`config.mk`:
```
export PLATFORM = sky130hd
export DESIGN_NAME = byte_striping_tx
export DESIGN_NICKNAME = d
export VERILOG_FILES = /design/src/rtl/byte_striping_tx.sv
export SDC_FILE = /design/constraint.sdc
export NUM_CORES = 1
export LEC_CHECK = 0
export ABC_AREA = 1
export CORE_MARGIN = 2
export CORE_UTILIZATION = 28
export DETAILED_ROUTE_END_ITERATION = 16
export SLEW_MARGIN = 40
export SYNTH_ARGS = -nofsm -noshare
export SYNTH_HDL_FRONTEND = slang
export SYNTH_SLANG_ARGS = --single-unit
```
`constraint.sdc`:
```
create_clock -name clk -period 2.3 [get_ports clk]
set_input_delay 0.46 -clock clk [delete_from_list [all_inputs] [get_ports clk]]
set_output_delay 0.46 -clock clk [all_outputs]
set_load 0.02 [all_outputs]
```
`src/rtl/byte_striping_tx.sv`:
```
// Transmit-side byte striper: round-robins bytes onto four lanes, padding partial groups on flush.
// Define BYTE_STRIPING_TX_ALIGN_EN to release each group as one lane-deskewed 4'hF word.
module byte_striping_tx #(
    parameter logic [7:0] PAD_BYTE = 8'hBC,
    parameter int         CNT_W    = 16
) (
    input  logic             clk,
    input  logic             reset,
    input  logic             valid_in,
    input  logic [7:0]       data_in,
    input  logic             flush,
    output logic             ready,
    output logic [7:0]       data_out0,
    output logic [7:0]       data_out1,
    output logic [7:0]       data_out2,
    output logic [7:0]       data_out3,
    output logic [3:0]       valid_out,
    output logic [1:0]       lane_ptr,
    output logic [CNT_W-1:0] group_cnt,
    output logic             overflow
);

    typedef enum logic [2:0] {LANE0, LANE1, LANE2, LANE3, PAD} state_t;

    state_t     state;
    logic [1:0] pad_ptr;
    logic [1:0] cur_lane;
    logic       wr_en;
    logic [1:0] wr_lane;
    logic [7:0] wr_byte;

`ifdef BYTE_STRIPING_TX_ALIGN_EN
    logic [7:0] hold [3];
`endif

    // Handshake: a byte transfers on a rising edge where valid_in && ready; valid_in with !ready is dropped.
    always_comb begin
        cur_lane = state[1:0];
        ready    = (state != PAD);
        lane_ptr = (state == PAD) ? pad_ptr : cur_lane;
        wr_en    = 1'b0;
        wr_lane  = cur_lane;
        wr_byte  = data_in;
        if (state == PAD) begin
            wr_en   = 1'b1;
            wr_lane = pad_ptr;
            wr_byte = PAD_BYTE;
        end else begin
            wr_en   = valid_in;
        end
    end

    always_ff @(posedge clk or posedge reset) begin
        if (reset) begin
            state     <= LANE0;
            pad_ptr   <= 2'd0;
            data_out0 <= 8'h00;
            data_out1 <= 8'h00;
            data_out2 <= 8'h00;
            data_out3 <= 8'h00;
            valid_out <= 4'h0;
            group_cnt <= '0;
            overflow  <= 1'b0;
`ifdef BYTE_STRIPING_TX_ALIGN_EN
            hold[0]   <= 8'h00;
            hold[1]   <= 8'h00;
            hold[2]   <= 8'h00;
`endif
        end else begin
            valid_out <= 4'h0;
            if (valid_in && !ready)
                overflow <= 1'b1;

            if (wr_en) begin
                if (wr_lane == 2'd3)
                    group_cnt <= group_cnt + 1'b1;
`ifdef BYTE_STRIPING_TX_ALIGN_EN
                if (wr_lane == 2'd3) begin
                    data_out0 <= hold[0];
                    data_out1 <= hold[1];
                    data_out2 <= hold[2];
                    data_out3 <= wr_byte;
                    valid_out <= 4'hF;
                end else begin
                    hold[wr_lane] <= wr_byte;
                end
`else
                case (wr_lane)
                    2'd0:    data_out0 <= wr_byte;
                    2'd1:    data_out1 <= wr_byte;
                    2'd2:    data_out2 <= wr_byte;
                    default: data_out3 <= wr_byte;
                endcase
                valid_out <= 4'b0001 << wr_lane;
`endif
            end

            // Flush from LANE0 is ignored: there is no partial group to close.
            if (state == PAD) begin
                if (pad_ptr == 2'd3)
                    state <= LANE0;
                else
                    pad_ptr <= pad_ptr + 2'd1;
            end else if (valid_in) begin
                if (cur_lane == 2'd3) begin
                    state <= LANE0;
                end else if (flush && cur_lane != 2'd0) begin
                    state   <= PAD;
                    pad_ptr <= cur_lane + 2'd1;
                end else begin
                    state <= state_t'({1'b0, cur_lane + 2'd1});
                end
            end else if (flush && cur_lane != 2'd0) begin
                state   <= PAD;
                pad_ptr <= cur_lane;
            end
        end
    end

endmodule

```
==> reports/metrics.yaml <==
clock_network:
  post-cts-setup-buffer-count: 0
  clk-insertion-delay-late_ns: 0.33
  cts_sinks: 58
  cts_root_buf: "clkbuf_8"
  clkTransAtPathRegs_ns: 0.07
  cts_inserted_buffers: 9
  htreeDepth: 3
  clockBufferDepth: 2
  cts_tree: "yes"
logic_synthesis:
  syn_nets: 355
  ys_seq_elements: 58
  yosys_warnings: 0
  synth_flop_cell: "dfrtp_1"
  yosysTopAreaCellShare_pct: 49.9
  avgSynthCellArea_sq_um: 8.58
  yosys.area.top_type: "dfrtp_1"
  yosys-top-cells-area: "dfrtp_1, nand2_1, nand3_1"
  ys_types: 30
  syn_inst: 339
  netlist_area_sq_mm: 0.00291
  synth_edf_count: 0
  synthArstFlopShare_pct: 100
  yosysSeqAreaShare_pct: 49.9
drt:
  antenna_left: 0
  met2RoutedLength_microns: 3100
  drc: 0
  wl_per_cell_microns: 12.4
  routed-via-count: 2396
  drt_iter0_drc: 123
  drt_first_pass_iters: 6
  wl_met3_microns: 436
  drt-total-wl_microns: 6870
  wl_met1_microns: 3260
  highest_layer: "met4"
  avgViaCountPerCell: 4.31
timing:
  rsz0062_at_grt: "no"
  setup_tns_ns: 0
  hold_viol: 0
  drv_slew: 0
  clock.fmax_mhz: 465
  finalCriticalPeriod_ns: 2.15
  fin_skew_ns: 0.00994
  relSlewSlack_pct: 73.6
  tightestPinTransition_ns: 0.395
  setup_viol: 0
  period_share_pct: 93.6
global_route:
  grt_overflow: 0
  grt_pass1_wl_microns: 11600
  grt_max_degree: 59
  grt_usage_pct: 13.2
  grt_pass1_vias: 2294
  antenna_found_initial: 0
setup_path:
  required_ns: 1.84
  startpoint_type: "flip-flop"
  path_max_fanout: 8
  endpoint_kind: "primary output"
  path_class: "reg2out"
  arrival_ns: 1.69
floorplanning:
  die_x_microns: 106
  row_count: 37
  io_pins: 68
  die_area_sq_mm: 0.0112
  start_util_pct: 28.6
  die_y_microns: 106
  core-area_sq_mm: 0.0102
placed_design:
  gp_congestion: 0.850
  dp.cells: 540
  port-buffer-count: 67
  dpl.hpwl_microns: 5070
worst_hold_path:
  hold_path_class: "reg2reg"
finish:
  diodes: 0
  drive_above_1_share_pct: 14.5
  syn_to_final_growth_pct: 35.1
  finalNetCount: 431
  final_cells: 556
flow_run:
  cap_violations: 0
pwr:
  p_leak_uw: 0.00184
  p_per_area_mw_per_mm2: 1430
  peakVddDrop_uv: 483
run_status:
  status: "finished, final reports clean"
[flip-flops by register name, summed over array words and instances, names as in the netlist]
register / cells
valid_out: 4
overflow: 1
data_out0: 8
state: 3
data_out3: 8
data_out1: 8
data_out2: 8
pad_ptr: 2
group_cnt: 16
[repair_timing]
action                                  in CTS  in global routing
endpoints found under the setup margin       3                  2
hold buffers                                 0                  0
resized for setup                            4                  3
[kinds of logic (layout without fill, tap and decap cells)]
group           after synthesis  count (layout)  share of synthesized area [%]
compound gates               28              28                           6.15
fa+ha+maj                     4               4                           1.72
flops                        58              58                           49.9
xor+xnor                      5               5                           1.76
simple gates                205             205                           33.3
buf+inv                      39             120                           7.14
[worst max-delay path, stage by stage, from the launching register on]
cell and delay (ns):
dfrtp_1 0.42, inv_1 0.14, ha_1 0.23, nand2_2 0.16, nand2_4 0.11, nand2_4 0.06, inv_4 0.07, clkbuf_2 0.16
[final timing paths]
check                             start      endpoint  slack [ns]  cells past startpoint
max reg2reg                    state[1]  group_cnt[2]        0.26                     10
max in group asynchronous         reset  valid_out[3]        1.53                      3
max                            state[1]   lane_ptr[0]        0.15                      7
min reg2reg                data_out1[2]  data_out1[2]        0.48                      2
min in group asynchronous         reset  data_out3[2]        0.51                      3
min                        data_out1[2]  data_out1[2]        0.48                      2
[placed cells by master (no fill, tap or decap), types with 4 or more instances in the layout]
cell type | Yosys | routed
nand2_1 | 121 | 121
clkdlybuf4s50_1 | 0 | 64
dfrtp_1 | 58 | 58
nand3_1 | 28 | 28
nor2_1 | 26 | 26
inv_1 | 25 | 24
nand2_2 | 10 | 10
o21ai_0 | 10 | 10
o21ai_2 | 9 | 9
clkbuf_8 | 0 | 9
nand3b_1 | 8 | 8
buf_4 | 1 | 6
o21ai_1 | 5 | 5
inv_2 | 3 | 4
nand2_4 | 4 | 4
ha_1 | 4 | 4
[cell type report]
cell class	count	area, sq um
fill	1050	6260
sequential	58	1450
multi-input combinational	242	1250
timing repair buffer	75	744
tap	136	170
clock buffer	9	124
inverter	29	111
clock inverter	7	78.8
[layer usage]
| metal | vias up | track usage [%] |
|---|---|---|
| met5 | - | 0 |
| met4 | 0 | 5.08 |
| met3 | 8 | 3.99 |
| met2 | 61 | 19.3 |
| met1 | 1109 | 18.4 |
| li1 | 1218 | - |
[metrics by stage]
stage	utilization [%]	total power, uW	setup WS (ns)	area [sq um]	hold WS [ns]
CTS	38.7	5730	0.00203	3940	0.481
finish	38.6	5640	0.148	3930	0.479
floorplan	-	3660	0.412	2910	0.469
detailed placement	36.7	4780	0.101	3740	0.463
global route	38.6	6100	0.0606	3930	0.505
global placement	36.7	4720	0.173	3740	0.459
[synth_stat cells (2+ instances only)]
library cell,count
nor2_1,26
nand2_1,121
o22ai_1,2
dfrtp_1,58
o21ai_1,5
buf_2,2
o21ai_2,9
nand3b_1,8
ha_1,4
nand2_4,4
nand3_4,2
o21ai_0,10
nand2_2,10
inv_1,25
inv_2,3
nand3_1,28
buf_6,7
xor2_1,3
[report_power, final]
| part | internal, uW | switching [uW] |
|---|---|---|
| registers | 1410 | 278 |
| logic | 1220 | 1770 |
| clock network | 507 | 446 |
Power figures use the tool's default switching activity.
